### config.mk
export PLATFORM = sky130hd
export DESIGN_NAME = vta_mem_dpi_bridge_flat
export DESIGN_NICKNAME = d
export VERILOG_FILES = /design/src/rtl/vta_mem_dpi_bridge_if.sv /design/src/rtl/vta_mem_dpi_bridge.sv /design/src/flat_wrapper.sv
export SDC_FILE = /design/constraint.sdc
export NUM_CORES = 1
export LEC_CHECK = 0
export CAP_MARGIN = 25
export CORE_AREA = 8 8 197 199
export CTS_BUF_LIST = sky130_fd_sc_hd__clkbuf_4 sky130_fd_sc_hd__clkbuf_8
export DETAILED_ROUTE_END_ITERATION = 10
export DIE_AREA = 0 0 205 207
export PLACE_DENSITY = 0.78
export SLEW_MARGIN = 20
export SYNTH_ARGS = -nofsm -noshare
export SYNTH_HDL_FRONTEND = slang
export SYNTH_SLANG_ARGS = --single-unit
export TNS_END_PERCENT = 20
### constraint.sdc
create_clock -name clock -period 6.3 [get_ports clock]
set_clock_uncertainty 0.15 [all_clocks]
set_input_delay 1.26 -clock clock [delete_from_list [all_inputs] [get_ports clock]]
set_output_delay 1.26 -clock clock [all_outputs]
set_load 0.005 [all_outputs]
### src/rtl/vta_mem_dpi_bridge_if.sv
// vta_mem_dpi_bridge_if: host burst/beat handshakes plus DPI model side.
// slave = bridge, master = memory engine and DPI memory model.
interface vta_mem_dpi_bridge_if #(
   parameter int LEN_BITS  = 8,
   parameter int ADDR_BITS = 64,
   parameter int DATA_BITS = 64
);
   logic                 host_cmd_valid;
   logic                 host_cmd_ready;
   logic                 host_cmd_opcode;
   logic [LEN_BITS-1:0]  host_cmd_len;
   logic [ADDR_BITS-1:0] host_cmd_addr;

   logic                 host_wr_valid;
   logic                 host_wr_ready;
   logic [DATA_BITS-1:0] host_wr_bits;

   logic                 host_rd_valid;
   logic                 host_rd_ready;
   logic [DATA_BITS-1:0] host_rd_bits;
   logic                 host_rd_last;

   logic                 dpi_req_valid;
   logic                 dpi_req_opcode;
   logic [LEN_BITS-1:0]  dpi_req_len;
   logic [ADDR_BITS-1:0] dpi_req_addr;

   logic                 dpi_wr_valid;
   logic [DATA_BITS-1:0] dpi_wr_bits;

   logic                 dpi_rd_valid;
   logic [DATA_BITS-1:0] dpi_rd_bits;
   logic                 dpi_rd_ready;

   modport slave (
      input  host_cmd_valid,
      output host_cmd_ready,
      input  host_cmd_opcode,
      input  host_cmd_len,
      input  host_cmd_addr,
      input  host_wr_valid,
      output host_wr_ready,
      input  host_wr_bits,
      output host_rd_valid,
      input  host_rd_ready,
      output host_rd_bits,
      output host_rd_last,
      output dpi_req_valid,
      output dpi_req_opcode,
      output dpi_req_len,
      output dpi_req_addr,
      output dpi_wr_valid,
      output dpi_wr_bits,
      input  dpi_rd_valid,
      input  dpi_rd_bits,
      output dpi_rd_ready
   );

   modport master (
      output host_cmd_valid,
      input  host_cmd_ready,
      output host_cmd_opcode,
      output host_cmd_len,
      output host_cmd_addr,
      output host_wr_valid,
      input  host_wr_ready,
      output host_wr_bits,
      input  host_rd_valid,
      output host_rd_ready,
      input  host_rd_bits,
      input  host_rd_last,
      input  dpi_req_valid,
      input  dpi_req_opcode,
      input  dpi_req_len,
      input  dpi_req_addr,
      input  dpi_wr_valid,
      input  dpi_wr_bits,
      output dpi_rd_valid,
      output dpi_rd_bits,
      input  dpi_rd_ready
   );
endinterface

### src/rtl/vta_mem_dpi_bridge.sv
// vta_mem_dpi_bridge: turns host burst commands into a one-cycle DPI
// request, passes write beats through and buffers read beats in a FIFO.
// Ports: clock, reset (async, active-low), io (slave modport of
// vta_mem_dpi_bridge_if), busy, err_overflow (sticky until reset).
module vta_mem_dpi_bridge #(
   parameter int LEN_BITS      = 8,
   parameter int ADDR_BITS     = 64,
   parameter int DATA_BITS     = 64,
   parameter int RD_FIFO_DEPTH = 4
) (
   input  logic                       clock,
   input  logic                       reset,
   vta_mem_dpi_bridge_if.slave        io,
   output logic                       busy,
   output logic                       err_overflow
);
   localparam int PTR_BITS = $clog2(RD_FIFO_DEPTH);
   localparam int CNT_BITS = PTR_BITS + 1;
   localparam logic [CNT_BITS-1:0] FULL_CNT = CNT_BITS'(RD_FIFO_DEPTH);
   localparam logic [CNT_BITS-1:0] LOW_CNT  = CNT_BITS'(RD_FIFO_DEPTH - 2);

   typedef enum logic [1:0] {
      IDLE,
      REQ,
      WRITE,
      READ
   } state_t;

   typedef struct packed {
      logic                 last;
      logic [DATA_BITS-1:0] bits;
   } rd_beat_t;

   state_t               state;
   logic                 cmd_rdy_q;
   logic                 wr_rdy_q;
   logic                 req_valid_q;
   logic                 req_opcode_q;
   logic [LEN_BITS-1:0]  req_len_q;
   logic [ADDR_BITS-1:0] req_addr_q;
   logic [LEN_BITS-1:0]  cnt_q;

   rd_beat_t             mem [RD_FIFO_DEPTH];
   logic [PTR_BITS-1:0]  wr_ptr;
   logic [PTR_BITS-1:0]  rd_ptr;
   logic [CNT_BITS-1:0]  count;
   logic                 alive_q;
   logic                 err_q;

   logic                 cmd_hs;
   logic                 wr_hs;
   logic                 rd_beat;
   logic                 cnt_zero;
   logic                 fifo_full;
   logic                 fifo_nonempty;
   logic                 push;
   logic                 pop;
   rd_beat_t             rd_head;

   assign cmd_hs        = cmd_rdy_q & io.host_cmd_valid;
   assign wr_hs         = wr_rdy_q & io.host_wr_valid;
   assign rd_beat       = (state == READ) & io.dpi_rd_valid;
   assign cnt_zero      = (cnt_q == '0);
   assign fifo_full     = (count == FULL_CNT);
   assign fifo_nonempty = (count != '0);
   assign push          = rd_beat & ~fifo_full;
   assign pop           = fifo_nonempty & io.host_rd_ready;
   assign rd_head       = mem[rd_ptr];

   // Burst sequencer; request fields live only for the REQ cycle.
   always_ff @(posedge clock or negedge reset) begin
      if (!reset) begin
         state        <= IDLE;
         cmd_rdy_q    <= 1'b1;
         wr_rdy_q     <= 1'b0;
         req_valid_q  <= 1'b0;
         req_opcode_q <= 1'b0;
         req_len_q    <= '0;
         req_addr_q   <= '0;
         cnt_q        <= '0;
      end else begin
         unique case (state)
            IDLE: begin
               if (cmd_hs) begin
                  state        <= REQ;
                  cmd_rdy_q    <= 1'b0;
                  req_valid_q  <= 1'b1;
                  req_opcode_q <= io.host_cmd_opcode;
                  req_len_q    <= io.host_cmd_len;
                  req_addr_q   <= io.host_cmd_addr;
                  cnt_q        <= io.host_cmd_len;
               end
            end
            REQ: begin
               req_valid_q  <= 1'b0;
               req_opcode_q <= 1'b0;
               req_len_q    <= '0;
               req_addr_q   <= '0;
               if (req_opcode_q) begin
                  state    <= WRITE;
                  wr_rdy_q <= 1'b1;
               end else begin
                  state <= READ;
               end
            end
            WRITE: begin
               if (wr_hs) begin
                  if (cnt_zero) begin
                     state     <= IDLE;
                     wr_rdy_q  <= 1'b0;
                     cmd_rdy_q <= 1'b1;
                  end else begin
                     cnt_q <= cnt_q - LEN_BITS'(1);
                  end
               end
            end
            READ: begin
               // A dropped beat still counts, so the burst always ends.
               if (io.dpi_rd_valid) begin
                  if (cnt_zero) begin
                     state     <= IDLE;
                     cmd_rdy_q <= 1'b1;
                  end else begin
                     cnt_q <= cnt_q - LEN_BITS'(1);
                  end
               end
            end
            default: begin
               state     <= IDLE;
               cmd_rdy_q <= 1'b1;
               wr_rdy_q  <= 1'b0;
            end
         endcase
      end
   end

   // FIFO storage carries no reset; occupancy is tracked by count.
   always_ff @(posedge clock) begin
      if (push) begin
         mem[wr_ptr] <= '{last: cnt_zero, bits: io.dpi_rd_bits};
      end
   end

   always_ff @(posedge clock or negedge reset) begin
      if (!reset) begin
         wr_ptr  <= '0;
         rd_ptr  <= '0;
         count   <= '0;
         err_q   <= 1'b0;
         alive_q <= 1'b0;
      end else begin
         alive_q <= 1'b1;
         if (push) begin
            wr_ptr <= wr_ptr + PTR_BITS'(1);
         end
         if (pop) begin
            rd_ptr <= rd_ptr + PTR_BITS'(1);
         end
         unique case ({push, pop})
            2'b10:   count <= count + CNT_BITS'(1);
            2'b01:   count <= count - CNT_BITS'(1);
            default: count <= count;
         endcase
         if (rd_beat & fifo_full) begin
            err_q <= 1'b1;
         end
      end
   end

   assign io.host_cmd_ready = cmd_rdy_q;
   assign io.host_wr_ready  = wr_rdy_q;

   assign io.dpi_req_valid  = req_valid_q;
   assign io.dpi_req_opcode = req_opcode_q;
   assign io.dpi_req_len    = req_len_q;
   assign io.dpi_req_addr   = req_addr_q;

   assign io.dpi_wr_valid   = wr_rdy_q & io.host_wr_valid;
   assign io.dpi_wr_bits    = wr_rdy_q ? io.host_wr_bits : '0;

   // Two free slots: one for a beat already in the model's output
   // register, one for the beat it may launch on this ready.
   assign io.dpi_rd_ready   = alive_q & (count <= LOW_CNT);

   assign io.host_rd_valid  = fifo_nonempty;
   assign io.host_rd_bits   = fifo_nonempty ? rd_head.bits : '0;
   assign io.host_rd_last   = fifo_nonempty & rd_head.last;

   assign busy              = (state != IDLE) | fifo_nonempty;
   assign err_overflow      = err_q;
endmodule
### src/flat_wrapper.sv
// flat-port wrapper written by rule: the top's interface ports become plain ports
module vta_mem_dpi_bridge_flat 
#(
   parameter int LEN_BITS      = 8,
   parameter int ADDR_BITS     = 64,
   parameter int DATA_BITS     = 64,
   parameter int RD_FIFO_DEPTH = 4
)
  (clock, reset, busy, err_overflow, io_host_cmd_valid, io_host_cmd_ready, io_host_cmd_opcode, io_host_cmd_len, io_host_cmd_addr, io_host_wr_valid, io_host_wr_ready, io_host_wr_bits, io_host_rd_valid, io_host_rd_ready, io_host_rd_bits, io_host_rd_last, io_dpi_req_valid, io_dpi_req_opcode, io_dpi_req_len, io_dpi_req_addr, io_dpi_wr_valid, io_dpi_wr_bits, io_dpi_rd_valid, io_dpi_rd_bits, io_dpi_rd_ready);
  vta_mem_dpi_bridge_if #(.LEN_BITS(LEN_BITS), .ADDR_BITS(ADDR_BITS), .DATA_BITS(DATA_BITS)) io_i ();
  input  logic clock;
  input  logic reset;
  output logic busy;
  output logic err_overflow;
  input wire logic [$bits(io_i.host_cmd_valid)-1:0] io_host_cmd_valid;
  output wire logic [$bits(io_i.host_cmd_ready)-1:0] io_host_cmd_ready;
  input wire logic [$bits(io_i.host_cmd_opcode)-1:0] io_host_cmd_opcode;
  input wire logic [$bits(io_i.host_cmd_len)-1:0] io_host_cmd_len;
  input wire logic [$bits(io_i.host_cmd_addr)-1:0] io_host_cmd_addr;
  input wire logic [$bits(io_i.host_wr_valid)-1:0] io_host_wr_valid;
  output wire logic [$bits(io_i.host_wr_ready)-1:0] io_host_wr_ready;
  input wire logic [$bits(io_i.host_wr_bits)-1:0] io_host_wr_bits;
  output wire logic [$bits(io_i.host_rd_valid)-1:0] io_host_rd_valid;
  input wire logic [$bits(io_i.host_rd_ready)-1:0] io_host_rd_ready;
  output wire logic [$bits(io_i.host_rd_bits)-1:0] io_host_rd_bits;
  output wire logic [$bits(io_i.host_rd_last)-1:0] io_host_rd_last;
  output wire logic [$bits(io_i.dpi_req_valid)-1:0] io_dpi_req_valid;
  output wire logic [$bits(io_i.dpi_req_opcode)-1:0] io_dpi_req_opcode;
  output wire logic [$bits(io_i.dpi_req_len)-1:0] io_dpi_req_len;
  output wire logic [$bits(io_i.dpi_req_addr)-1:0] io_dpi_req_addr;
  output wire logic [$bits(io_i.dpi_wr_valid)-1:0] io_dpi_wr_valid;
  output wire logic [$bits(io_i.dpi_wr_bits)-1:0] io_dpi_wr_bits;
  input wire logic [$bits(io_i.dpi_rd_valid)-1:0] io_dpi_rd_valid;
  input wire logic [$bits(io_i.dpi_rd_bits)-1:0] io_dpi_rd_bits;
  output wire logic [$bits(io_i.dpi_rd_ready)-1:0] io_dpi_rd_ready;
  assign io_i.host_cmd_valid = io_host_cmd_valid;
  assign io_host_cmd_ready = io_i.host_cmd_ready;
  assign io_i.host_cmd_opcode = io_host_cmd_opcode;
  assign io_i.host_cmd_len = io_host_cmd_len;
  assign io_i.host_cmd_addr = io_host_cmd_addr;
  assign io_i.host_wr_valid = io_host_wr_valid;
  assign io_host_wr_ready = io_i.host_wr_ready;
  assign io_i.host_wr_bits = io_host_wr_bits;
  assign io_host_rd_valid = io_i.host_rd_valid;
  assign io_i.host_rd_ready = io_host_rd_ready;
  assign io_host_rd_bits = io_i.host_rd_bits;
  assign io_host_rd_last = io_i.host_rd_last;
  assign io_dpi_req_valid = io_i.dpi_req_valid;
  assign io_dpi_req_opcode = io_i.dpi_req_opcode;
  assign io_dpi_req_len = io_i.dpi_req_len;
  assign io_dpi_req_addr = io_i.dpi_req_addr;
  assign io_dpi_wr_valid = io_i.dpi_wr_valid;
  assign io_dpi_wr_bits = io_i.dpi_wr_bits;
  assign io_i.dpi_rd_valid = io_dpi_rd_valid;
  assign io_i.dpi_rd_bits = io_dpi_rd_bits;
  assign io_dpi_rd_ready = io_i.dpi_rd_ready;
  vta_mem_dpi_bridge #(.LEN_BITS(LEN_BITS), .ADDR_BITS(ADDR_BITS), .DATA_BITS(DATA_BITS), .RD_FIFO_DEPTH(RD_FIFO_DEPTH)) u_core (.clock(clock), .reset(reset), .io(io_i), .busy(busy), .err_overflow(err_overflow));
endmodule
==> out/results.txt <==
Layout cells sized above 1: 0.157
Largest net degree at the start of global routing: 68
Worst hold path class: reg -> reg
Design area: 20100 µm²
Row cnt: 70
Sequential-to-total area share from yosys stat: 0.723
Resized cells post-CTS: 0
Final Max Tran Viols: 0
Max-cap violation count: 0
Logic pwr share: 0.348
Yosys cell types: 50
Peak VDD IR: 233 µV
Critical Path Fanout Max: 28
Crit path launch type: flip-flop
Syn avg cell area: 17.9 µm²
Fin crit share: 0.726
Vias in the first global route: 9526
Num Clock Sinks: 355
Starting DRT DRC Count: 400
Final hold violations: 0
RePlAce Congestion: 0.872
Die W: 205 µm
Slew headroom: 0.311
RSZ-0062 raised after global routing: no
Initial antenna violation count: 14
DR vias/cell: 5.01
Main combinational cell family by area after synthesis: multiplexers
# DRC: 0
CP Capture Type: primary output
Post-synthesis mux area share: 0.106
Pwr Total: 8.65 mW
GRT Total Usage: 0.193
Yosys Warn Count: 0
XOR/XNOR Fraction of Synth Area: 0.00373
Post-Route WL: 42.2 mm
Post-DP Area: 18700 µm²
Post-DRT Antenna Nets: 0
Clock buffer depth: 3
Most frequent cells in the layout: 415 x clkdlybuf4s50_1, 260 x edfxtp_1, 132 x and2_1
Synth area leaders: edfxtp_1 55%, dfrtp_1 17%, mux4_2 10%, and2_1 6.1%, a22o_1 4.5%
Synthesized instance count: 787
Post-CTS Setup Inserts: 0
Setup CP Type: reg -> out
Num CTS Buffers: 58
TNS Setup: 0 ns
Hold bufs inserted after CTS: 0
Pint: 6.24 mW
Setup Viol. Count Final: 0
I/O pin cnt: 417
CTS tree: yes
Reg clk slew, reported paths: 0.06 ns
Die height: 207 µm
Psw: 2.40 mW
Pwr Density: 431 nW/µm²
# placed instances: 1631
Slew @ Worst Pin: 1.03 ns
Final Non-Filler Cells: 1755
Final HPWL DP: 29.5 mm
Die ar.: 42400 µm²
Adder-cell share of the synthesized area: 0.00764
Starting density of the core: 0.392
Total core area: 35900 µm²
Final min period: 4.57 ns
Nets: 1440
Share of power burned in registers: 0.402
Most common cell after layout, fill and taps aside: clkdlybuf4s50_1
First-pass GRT wire length: 61.3 mm
Synth Area in Simple Gates: 0.0791
FMAX: 219 MHz
Area share of the largest cell type after synthesis: 0.554
Htree depth: 2
Seq cells post-synth: 355
P_leak: 7.25 nW
Routed vias: 8792
Clk pwr share: 0.250
FILL cells: 2854
Area leader, netlist: edfxtp_1
Sw Ratio: 0.278
Root buf cell: clkbuf_8
Synth Cell Area: 14100 µm²
Syn Nets: 1002
Drt first pass iters: 4
Worst EP arrival: 3.16 ns
Synth-to-Final Area Change: 42.5%
Clock latency at the later pin of the worst-skew pair: 0.60 ns
Status: finished clean
CP Data Required Time: 4.89 ns
Synth Area in Compound Gates: 0.0616
WHS: 0.331 ns
Drt wl/cell: 24.1 µm
Grt total ovfl: 0
Number of I/O port buffers: 416
synth_stat cells, drive strengths merged:
master and count:
or4 1, xor2 3, a2bb2oi 1, o32ai 1
and2 138, o21bai 1, o2bb2ai 1, fa 1
nor3 3, o21ai 10, a211oi 1, a31o 1
mux2 3, nand2b 2, a32oi 1, nand2 16
or3 4, buf 16, a22o 72, dfrtp 94
nor3b 1, inv 11, dlygate4sd1 1, or3b 1
edfxtp 260, nand3b 3, a21oi 9, xnor2 3
or2 1, conb 1, o221a 3, clkinv 1
a31oi 5, and3 2, clkbuf 30, o41ai 1
nand3 2, dfstp 1, nor2 9, mux4 65
ha 7
cell type report:
type | instances | area (µm²) | area share
inverter | 12 | 45.0 | 0.00224
sequential | 355 | 10200 | 0.508
antenna | 13 | 32.5 | 0.00162
multi-input combinational | 373 | 3670 | 0.183
clock inverter | 26 | 265 | 0.0132
clock buffer | 83 | 1020 | 0.0510
timing repair buffer | 425 | 4250 | 0.212
tap | 468 | 586 | 0.0292
logic make-up (layout without fill, tap and decap cells):
logic type	count (synthesis)	after routing
xor+xnor	6	6
compound gates	107	107
simple gates	183	183
fa+ha+maj	8	8
flops	355	355
buf+inv	59	546
other cells	1	14
mux	68	68
layer usage:
metal / share of wire / vias to the layer above / GRT usage
li1: - / 3938 / -
met5: 0.00031 / - / 0
met3: 0.095 / 72 / 0.0740
met1: 0.37 / 4396 / 0.216
met2: 0.50 / 384 / 0.314
met4: 0.037 / 2 / 0.102
worst paths after layout:
| path | from | to | slack [ns] | depth (start not counted) |
|---|---|---|---|---|
| min in group asynchronous | reset | u_core.io.dpi_req_addr[45]$_DFFE_PN0P_ | 0.54 | 1 |
| setup / recovery | u_core.rd_ptr[0]$_DFFE_PN0P_ | io_host_rd_bits[26] | 1.73 | 4 |
| setup reg to reg | u_core.state[1]$_DFFE_PN0P_ | u_core.mem[3][64]$_DFFE_PP_ | 3.36 | 3 |
| hold reg to reg | u_core.err_overflow$_DFFE_PN0P_ | u_core.err_overflow$_DFFE_PN0P_ | 0.33 | 1 |
| hold / removal | u_core.err_overflow$_DFFE_PN0P_ | u_core.err_overflow$_DFFE_PN0P_ | 0.33 | 1 |
| max in group asynchronous | reset | u_core.rd_ptr[1]$_DFFE_PN0P_ | 4.31 | 2 |
critical path, cell delays in order, from the launching register on:
cell and delay, ns:
dfrtp_4 0.75, buf_4 0.56, mux4_2 0.61, and2_1 0.17, clkdlybuf4s50_1 0.44
flip-flops by register name (all words and copies together) (netlist names):
register / cells
u_core.err_overflow: 1
u_core.io.dpi_req_opcode: 1
u_core.mem: 260
u_core.rd_ptr: 2
u_core.alive_q: 1
u_core.io.host_cmd_ready: 1
u_core.io.host_wr_ready: 1
u_core.cnt_q: 8
u_core.io.dpi_req_len: 8
u_core.state: 2
u_core.io.dpi_req_valid: 1
u_core.wr_ptr: 2
u_core.io.dpi_req_addr: 64
u_core.count: 3
power groups by stage:
stage	Clock (mW)	Combinational (mW)	Sequential, mW
2_1_floorplan	0	1.50	3.34
3_3_place_gp	0	3.02	3.50
3_5_place_dp	0	3.06	3.52
4_1_cts	2.21	3.07	3.49
5_1_grt	2.31	3.24	3.54
6_report	2.16	3.01	3.47
metrics by stage:
| stage | setup WS [ns] | utilization |
|---|---|---|
| floorplan | 2.44 | - |
| global placement | 2.23 | 0.521 |
| detailed placement | 2.24 | 0.521 |
| CTS | 1.60 | 0.557 |
| global route | 1.46 | 0.559 |
| finish | 1.73 | 0.559 |
Power figures use the tool's default switching activity.
